==> config.mk <==
export PLATFORM = sky130hd
export DESIGN_NAME = grid_display_tx
export DESIGN_NICKNAME = d
export VERILOG_FILES = /design/src/rtl/gol_pkg.sv /design/src/rtl/grid_display_tx_phase_tick.sv /design/src/rtl/grid_display_tx.sv
export SDC_FILE = /design/constraint.sdc
export NUM_CORES = 1
export LEC_CHECK = 0
export BUFFER_PORTS_ARGS = -buffer_cell sky130_fd_sc_hd__buf_2
export CORE_AREA = 2 2 99 101
export CTS_CLUSTER_SIZE = 14
export DETAILED_ROUTE_END_ITERATION = 10
export DIE_AREA = 0 0 101 103
export PLACE_DENSITY = 0.85
export SYNTH_ARGS = -nofsm -noshare
export SYNTH_HDL_FRONTEND = slang
export SYNTH_HIERARCHICAL = 1
export SYNTH_SLANG_ARGS = --single-unit
export TNS_END_PERCENT = 5
==> constraint.sdc <==
create_clock -name clk -period 2.7 [get_ports clk]
set_input_delay 0.135 -clock clk [delete_from_list [all_inputs] [get_ports clk]]
set_output_delay 0.135 -clock clk [all_outputs]
set_load 0.01 [all_outputs]
==> src/rtl/gol_pkg.sv <==
// Shared types and constants for the 8x8 grid display path.
// row_word builds the 16-bit word shifted out for one display row.
package gol_pkg;

    typedef enum logic [1:0] {
        IDLE  = 2'd0,
        SHIFT = 2'd1,
        LATCH = 2'd2,
        DONE  = 2'd3
    } tx_state_t;

    localparam int ROWS       = 8;
    localparam int COLS       = 8;
    localparam int ROW_WORD_W = 16;

    // {one-hot row select, column bits of that row}; column 7 is the MSB of the low byte
    function automatic logic [ROW_WORD_W-1:0] row_word(input logic [ROWS*COLS-1:0] frame,
                                                       input logic [2:0]           row);
        logic [ROWS-1:0] sel;
        sel = 8'd1 << row;
        return {sel, frame[{row, 3'b000} +: COLS]};
    endfunction

endpackage

==> src/rtl/grid_display_tx_phase_tick.sv <==
// Serial clock phase divider: tick marks the last clk cycle of each CLK_DIV-long phase.
// Counts only while enabled; the FSM clears it between phases of activity.
module phase_tick #(
    parameter int unsigned CLK_DIV = 2
) (
    input  logic clk,
    input  logic reset,
    input  logic en,
    input  logic clr,
    output logic tick
);

    localparam logic [7:0] LAST = 8'(CLK_DIV - 1);

    logic [7:0] count_q;
    logic [7:0] count_d;

    assign tick = en && (count_q == LAST);

    // Next divider count
    always_comb begin
        count_d = count_q;
        if (clr) begin
            count_d = 8'd0;
        end else if (en) begin
            if (tick) begin
                count_d = 8'd0;
            end else begin
                count_d = count_q + 8'd1;
            end
        end else begin
            count_d = count_q;
        end
    end

    // Divider count register
    always_ff @(posedge clk or posedge reset) begin
        if (reset) begin
            count_q <= 8'd0;
        end else begin
            count_q <= count_d;
        end
    end

endmodule

==> src/rtl/grid_display_tx.sv <==
// Shifts a captured 8x8 frame out row by row to an LED shift-register chain.
// All outputs are registered copies of values derived from the next state.
module grid_display_tx
    import gol_pkg::*;
#(
    parameter int unsigned CLK_DIV = 2
) (
    input  logic        clk,
    input  logic        reset,
    input  logic [63:0] grid,
    input  logic        start,
    output logic        ready,
    output logic        ser_data,
    output logic        ser_clk,
    output logic        ser_latch,
    output logic        done
);

    tx_state_t       state_q, state_d;
    logic [63:0]     frame_q, frame_d;
    logic [3:0]      bit_q, bit_d;
    logic [2:0]      row_q, row_d;
    logic            half_q, half_d;
    logic            div_en_s, div_clr_s, tick_s;
    logic [ROW_WORD_W-1:0] word_s;
    logic            ready_q, ready_d;
    logic            ser_data_q, ser_data_d;
    logic            ser_clk_q, ser_clk_d;
    logic            ser_latch_q, ser_latch_d;
    logic            done_q, done_d;

    phase_tick #(.CLK_DIV(CLK_DIV)) u_phase_tick (
        .clk   (clk),
        .reset (reset),
        .en    (div_en_s),
        .clr   (div_clr_s),
        .tick  (tick_s)
    );

    // Next-state and counter control; half_q selects the low/high serial clock phase
    always_comb begin
        state_d   = state_q;
        frame_d   = frame_q;
        bit_d     = bit_q;
        row_d     = row_q;
        half_d    = half_q;
        div_en_s  = 1'b0;
        div_clr_s = 1'b0;
        case (state_q)
            IDLE: begin
                div_clr_s = 1'b1;
                bit_d     = 4'd0;
                row_d     = 3'd0;
                half_d    = 1'b0;
                if (start) begin
                    frame_d = grid;
                    state_d = SHIFT;
                end else begin
                    frame_d = frame_q;
                end
            end
            SHIFT: begin
                div_en_s = 1'b1;
                if (tick_s) begin
                    if (!half_q) begin
                        half_d = 1'b1;
                    end else begin
                        half_d = 1'b0;
                        if (bit_q == 4'd15) begin
                            bit_d   = 4'd0;
                            state_d = LATCH;
                        end else begin
                            bit_d = bit_q + 4'd1;
                        end
                    end
                end else begin
                    half_d = half_q;
                end
            end
            LATCH: begin
                div_en_s = 1'b1;
                if (tick_s) begin
                    if (row_q == 3'(ROWS - 1)) begin
                        row_d   = 3'd0;
                        state_d = DONE;
                    end else begin
                        row_d   = row_q + 3'd1;
                        state_d = SHIFT;
                    end
                end else begin
                    row_d = row_q;
                end
            end
            DONE: begin
                div_clr_s = 1'b1;
                state_d   = IDLE;
            end
            default: begin
                div_clr_s = 1'b1;
                state_d   = IDLE;
            end
        endcase
    end

    // Output values for the coming cycle, taken from the next state so they register in step
    always_comb begin
        word_s      = row_word(frame_d, row_d);
        ready_d     = (state_d == IDLE);
        ser_clk_d   = (state_d == SHIFT) && half_d;
        ser_latch_d = (state_d == LATCH);
        done_d      = (state_d == DONE);
        if (state_d == SHIFT) begin
            ser_data_d = word_s[4'd15 - bit_d];
        end else begin
            ser_data_d = 1'b0;
        end
    end

    // State, counters, frame and output registers
    always_ff @(posedge clk or posedge reset) begin
        if (reset) begin
            state_q     <= IDLE;
            frame_q     <= 64'd0;
            bit_q       <= 4'd0;
            row_q       <= 3'd0;
            half_q      <= 1'b0;
            ready_q     <= 1'b1;
            ser_data_q  <= 1'b0;
            ser_clk_q   <= 1'b0;
            ser_latch_q <= 1'b0;
            done_q      <= 1'b0;
        end else begin
            state_q     <= state_d;
            frame_q     <= frame_d;
            bit_q       <= bit_d;
            row_q       <= row_d;
            half_q      <= half_d;
            ready_q     <= ready_d;
            ser_data_q  <= ser_data_d;
            ser_clk_q   <= ser_clk_d;
            ser_latch_q <= ser_latch_d;
            done_q      <= done_d;
        end
    end

    assign ready     = ready_q;
    assign ser_data  = ser_data_q;
    assign ser_clk   = ser_clk_q;
    assign ser_latch = ser_latch_q;
    assign done      = done_q;

endmodule

# Word level (Yosys, flattened, before mapping)
# Cells that the tools add are included.
# Widths: inputs -> output; s select.
# classes
reduce_logical	7
eq_ne	9
bitwise	0
add_sub_neg	4
mux	27
n_shift	2
magnitude_cmp	1
multipliers	0
div_mod_pow	0
# op_table
op	count
$mux 64	2
$shiftx 64x7->8	1
$mux 8	3
$mux 2	6
$mux 4	3
$add 8x1->8 const B	1
$eq 2x2->1 const B	4
$eq 8x1->1 const B	1
$pmux 2 s4	1
$pmux 4 s2	1
$shl 1x3->8 const A	1
$mux 1	6
$mux 3	2
$pmux 3 s2	1
$lt 4x5->1 const B	1
$add 4x1->4 const B	1
$bmux 1 s4	1
$eq 2x1->1 const B	2
$eq 4x4->1 const B	1
$logic_not 2->1	2
$reduce_or 2->1	2
$sub 4x4->4 const A	1
$add 3x1->3 const B	1
$eq 3x3->1 const B	1
3 further kinds	4
# totals
in_bits	67
reg_bits	87
ram_bits	0
latchBits	0
output_inout_bits	5
romBits	0
n_memories	0

# Logic depth before layout (Yosys ltp)
# logic_depth
ltp_word	10
depth_mapped	15

# Modules after synthesis
# Netlist, hierarchy kept.
# modules_own_cells
module	area_per_inst_um2	cells_each	n_inst
grid_display_tx	4236.6	407	1
phase_tick	488.0	51	1

# Worst setup path after synthesis
# OpenSTA, ideal clock, no wires.
# synth_timing
path_type	register to register
from	register u_phase_tick.count_q[1]
to	register ser_data_q, in the netlist ser_data
path_buffers	3
path_slack_ps	-226
arrival_ps	2797
stages_incl_launch_ff	16
setup_ps	129
cell_sequence	dfrtp_1 -> inv_1 -> ha_1 -> nor4b_2 -> and3_1 -> buf_6 -> mux2i_2 -> a32oi_2 -> buf_6 -> buf_4 -> mux4_2 -> a22oi_1 -> nand4_1 -> and3_1 -> o221ai_2 -> o31ai_1
# synth_via
elab_chain_cells	8
# synth_rtl
element	line	source
start: declaration	grid_display_tx_phase_tick.sv:15	logic [7:0] count_q;
start signal: assignment	grid_display_tx_phase_tick.sv:41	count_q <= count_d;
$eq 8x1->1 (*)	grid_display_tx_phase_tick.sv:18	assign tick = en && (count_q == LAST);
$logic_and 1x1->1 (*)	grid_display_tx_phase_tick.sv:18	
net tick_s	grid_display_tx.sv:24	logic div_en_s, div_clr_s, tick_s;
$mux 3 / $mux 4 (equally long branches)	grid_display_tx.sv:82, grid_display_tx.sv:64	
$pmux 3 s2 / $pmux 4 s2 (equally long branches)	grid_display_tx.sv:49	case (state_q)
$shiftx 64x7->8 (tied with other cells)	gol_pkg.sv:21	return {sel, frame[{row, 3'b000} +: COLS]};
$bmux 1 s4	grid_display_tx.sv:113	ser_data_d = word_s[4'd15 - bit_d];
$mux 1 (implied by the code)	grid_display_tx.sv:113	
$mux 1 (*)	grid_display_tx.sv:112	if (state_d == SHIFT) begin
net ser_data_d	grid_display_tx.sv:27	logic ser_data_q, ser_data_d;
end signal: assignment	grid_display_tx.sv:139	ser_data_q <= ser_data_d;
end: declaration	grid_display_tx.sv:27	
# The timed path passes the listed nets; every way through them passes the cells marked *. The select of a mux whose other input is x is not followed.
# A chain may end at the register's enable or synchronous reset.

# Worst setup path in the final report
# Ends and elaborated chain as after synthesis.

==> run summary <==
The first global-routing pass estimated 19.8 mm of wire. The cell area after synthesis came out at 4720 µm². The clock latency at the later pin of the worst-skew pair is 370 ps. The number of vias after detailed routing is 4219.

TritonCTS built the clock tree. The initial antenna violation count is 0. In this run the number of cells on the critical path is 16.

The run finished, with violations left. For the worst setup path, the data required time is 2980 ps. The critical path goes through inv_1 > ha_2 > nor4b_4 > and3_4 > buf_6 > mux2_4 > a22oi_2 > buf_6 > inv_4 > buf_4 > a221oi_2 > o21ai_0 > nand4_1 > o211a_1 > o221ai_2 > o31ai_1. The cell leakage power came out at 3.35 nW. The number of hold violations in the final report is 0. The cell sitting at the root of the clock tree is a clkbuf_8. The total length of routed met2 wires came out at 6.44 mm. Counting stages on the worst path, the most repeated cell is buf_6. The startpoint-to-endpoint class of the critical path is reg -> reg.

The global-route usage over all layers is 0.246. The number of instances on the worst hold path came out at 3. Signal routing reaches up to met4. The half-perimeter wire length after detailed placement came out at 8.50 mm. In the final layout, the share of cells above drive strength 1 is 0.361. The pre-antenna-repair detailed-routing pass consisted of 5 iterations. The number of nets with antenna violations after routing came out at 0. After clock tree synthesis, the clock-pin slew on the worst setup and hold paths is 100 ps. The worst setup path is captured at a flop. The die height came out at 103 µm. After detailed routing, the average wire length per cell comes to 17.3 µm.

The largest clock skew in the final design is 12.6 ps. The worst setup path is launched from a flop. The setup slack of the worst register-to-register path came out at -240 ps. The pin count of the biggest net entering global routing is 43. The tightest min-delay check is of the in -> reg type. The H-tree generated during clock tree synthesis spans 3 levels. The worst register-to-register path begins at u_phase_tick/count_q[1]$_DFFE_PP0P_. The I/O pin count is 72. The count of input and output buffers came out at 71. After synthesis, the mean cell area works out to 10.3 µm². After floorplanning, the core was sized to cover 9460 µm².

In this run the power density over the cells is 385 nW/µm². The row count came out at 36. The maximum fanout count along the critical path came out at 7. The share of flip-flops with an asynchronous set or reset after synthesis is 1.00. The effective utilization at floorplan came out at 0.499.

The total count of max-transition violations in the final report is 0. The slowest stage cell on the critical path is dfrtp_1. The path with the worst hold slack has its endpoint at frame_q[28]$_DFF_PP0_. Once routing completed, OpenROAD measured the worst setup slack at -235 ps. In the layout the commonest cells are 110 x nand2_1, 86 x dfrtp_1, 71 x buf_2. The number of distinct library cells after synthesis came out at 58. For this run, design rule violations remaining after detail routing come to 0. In this run the most critical hold path is launched from grid[28].

The DRC marker count from the first detailed-route iteration is 305. For this design, the sink count on the clock tree is 87. The number of warnings printed during yosys synthesis is 6. The number of maximum-capacitance constraint violations is 0. The power after layout is 0.00246 W. The post-layout net count came out at 698. After detailed routing, the met3 layer carries 762 µm of wire. When the netlist entered floorplanning its net count stood at 534. The leading cell type in the layout, fill and taps excluded is nand2_1. The actual slew at the worst max-slew pin is 837 ps. The biggest cell delay along the critical path came out at 380 ps.

The family with the most delay on the worst path is compound AO/OA/AOI/OAI gates. The number of storage elements in the synthesis netlist is 87. Setup repair after global routing could not meet its margin everywhere. The final setup violation count is 1. The post-route met1 wirelength came out at 5.24 mm.

Across all hold checks on the routed design, the worst slack comes to 4.80 ps. Using the TritonRoute via totals, the vias-per-cell ratio works out to 5.70. In the finished design, the share of the clock period the worst path needs comes to 1.09. The combined buffer and inverter count along the critical path is 5. The number of global-route vias before repair came out at 4097. The tightest slew margin relative to the limit is 0.441.

The highest achievable clock rate came out at 341 MHz. The number of buffers created by CTS is 9. Counting every instance in the synthesized netlist gives 458.

The aggregate global routing overflow came out at 0. In this run the critical register-to-register path is captured at ser_data$_DFF_PP0_. The repair_antennas step left the layout with diodes totalling 0.

The register area share after synthesis is 0.461. The aggregate routed wire length came out at 12.8 mm. The maximum number of buffers from clock root to sink is 2.

Counting I/O delays and the setup requirement, the final critical path takes 2940 ps. The checks that failed: setup timing. The worst register-to-register path has a depth of 16. The worst supply voltage drop on vdd came out at 0.000329 V. The number of synthesized flops with an enable pin is 0. Measured along the x axis, the die boundary spans 101 µm. The weighted congestion reported at the end of routability-driven placement came out at 0.882. The floorplan die area came out at 10400 µm². The arrival time reported for the critical path endpoint came out at 3220 ps. For this run, the leading register cell type out of synthesis is dfrtp_1. From synthesis to final layout, the design area changed by 34.8%.
-- final cells by class --
cell class                 instances  area (µm²)
clock inverter                     6        92.6
tap                              114         143
clock buffer                       9         124
timing repair inverter             1        7.51
multi-input combinational        320        2410
fill                             666        3090
timing repair buffer             174        1310
sequential                        87        2180
inverter                          29         111
-- sequential cells by signal, indices dropped and copies added, names as in the netlist --
signal / cells
ready: 1
ser_data: 1
u_phase_tick/count_q: 8
done: 1
bit_q: 4
frame_q: 64
half_q: 1
ser_clk: 1
row_q: 3
state_q: 2
ser_latch: 1
-- kinds of logic (layout without fill, tap and decap cells) --
kind of cell / after synthesis / in the layout / synth area share
adders and majority gates: 9 / 9 / 0.0238
AOI/OAI and AO/OA: 69 / 69 / 0.117
xor gates and xnor gates: 8 / 8 / 0.0148
DFF: 87 / 87 / 0.461
buffers and inverters: 51 / 219 / 0.0559
and+or+nand+nor: 169 / 169 / 0.158
muxes: 65 / 65 / 0.169
-- stage by stage --
step | instances | setup slack [ps] | instance area (µm²) | util | setup TNS (ps)
2_1_floorplan | 458 | -93.2 | 4800 | - | -93.2
3_3_place_gp | 682 | -229 | 5660 | 0.598 | -229
3_5_place_dp | 682 | -284 | 5660 | 0.598 | -284
4_1_cts | 732 | -159 | 6240 | 0.660 | -159
5_1_grt | 740 | -355 | 6370 | 0.673 | -355
6_report | 740 | -235 | 6370 | 0.673 | -235
-- synthesized netlist by cell type, drive strengths merged, types with 4 or more instances --
cell type  number  share of area
clkbuf          7         0.0064
xnor2           5         0.0093
mux2i          29          0.062
o21ai          11          0.012
nand2b          5         0.0066
a22oi           8          0.014
mux2           27          0.064
nand3          10          0.011
and3            9          0.012
dfrtp          86           0.46
a221oi          4         0.0074
o31ai           4         0.0064
nor2b           4         0.0053
ha              9          0.024
a22o            4         0.0074
nor2           18          0.014
mux4            9          0.043
nor3            8          0.013
buf            15          0.026
a21oi           8         0.0085
inv            29          0.023
nand2         110          0.087
-- per-layer routing --
metal	vias up	track usage
met4	0	0.0915
met5	-	0
met2	169	0.415
met3	37	0.0434
li1	1928	-
met1	2085	0.319
-- power breakdown --
part | total [W] | internal [W] | switching, W
clock | 0.00103 | 0.000523 | 0.000509
sequential | 0.00130 | 0.00130 | 0
combinational | 0.000122 | 0.0000678 | 0.0000545
-- repair_timing --
item | CTS | global route
buffers inserted | 3 | 7
hold endpoints to repair | 74 | 0
resized for setup | 8 | 14
gates cloned | 1 | 1
pin swaps | 4 | 10
endpoints found under the setup margin | 1 | 1
hold buffers | 31 | 0
-- worst max-delay path by stage --
stage | startpoint | to | slack, ps
3_3_place_gp | u_phase_tick/count_q[1]$_DFFE_PP0P_ | ser_data$_DFF_PP0_ | -230
3_5_place_dp | u_phase_tick/count_q[1]$_DFFE_PP0P_ | ser_data$_DFF_PP0_ | -280
6_report | u_phase_tick/count_q[1]$_DFFE_PP0P_ | ser_data$_DFF_PP0_ | -240
4_1_cts | u_phase_tick/count_q[1]$_DFFE_PP0P_ | ser_data$_DFF_PP0_ | -160
2_1_floorplan | u_phase_tick/count_q[1]$_DFFE_PP0P_ | ser_data$_DFF_PP0_ | -90
5_1_grt | u_phase_tick/count_q[1]$_DFFE_PP0P_ | ser_data$_DFF_PP0_ | -360
-- worst reg2reg max path: stages, from the launching register on --
cell	delay [ps]
dfrtp_1	380
inv_1	60
ha_2	150
nor4b_4	200
and3_4	270
buf_6	110
mux2_4	290
a22oi_2	170
buf_6	150
inv_4	60
buf_4	160
a221oi_2	240
o21ai_0	160
nand4_1	130
o211a_1	160
o221ai_2	90
o31ai_1	70
No activity file was read; power rests on OpenSTA's default activity.
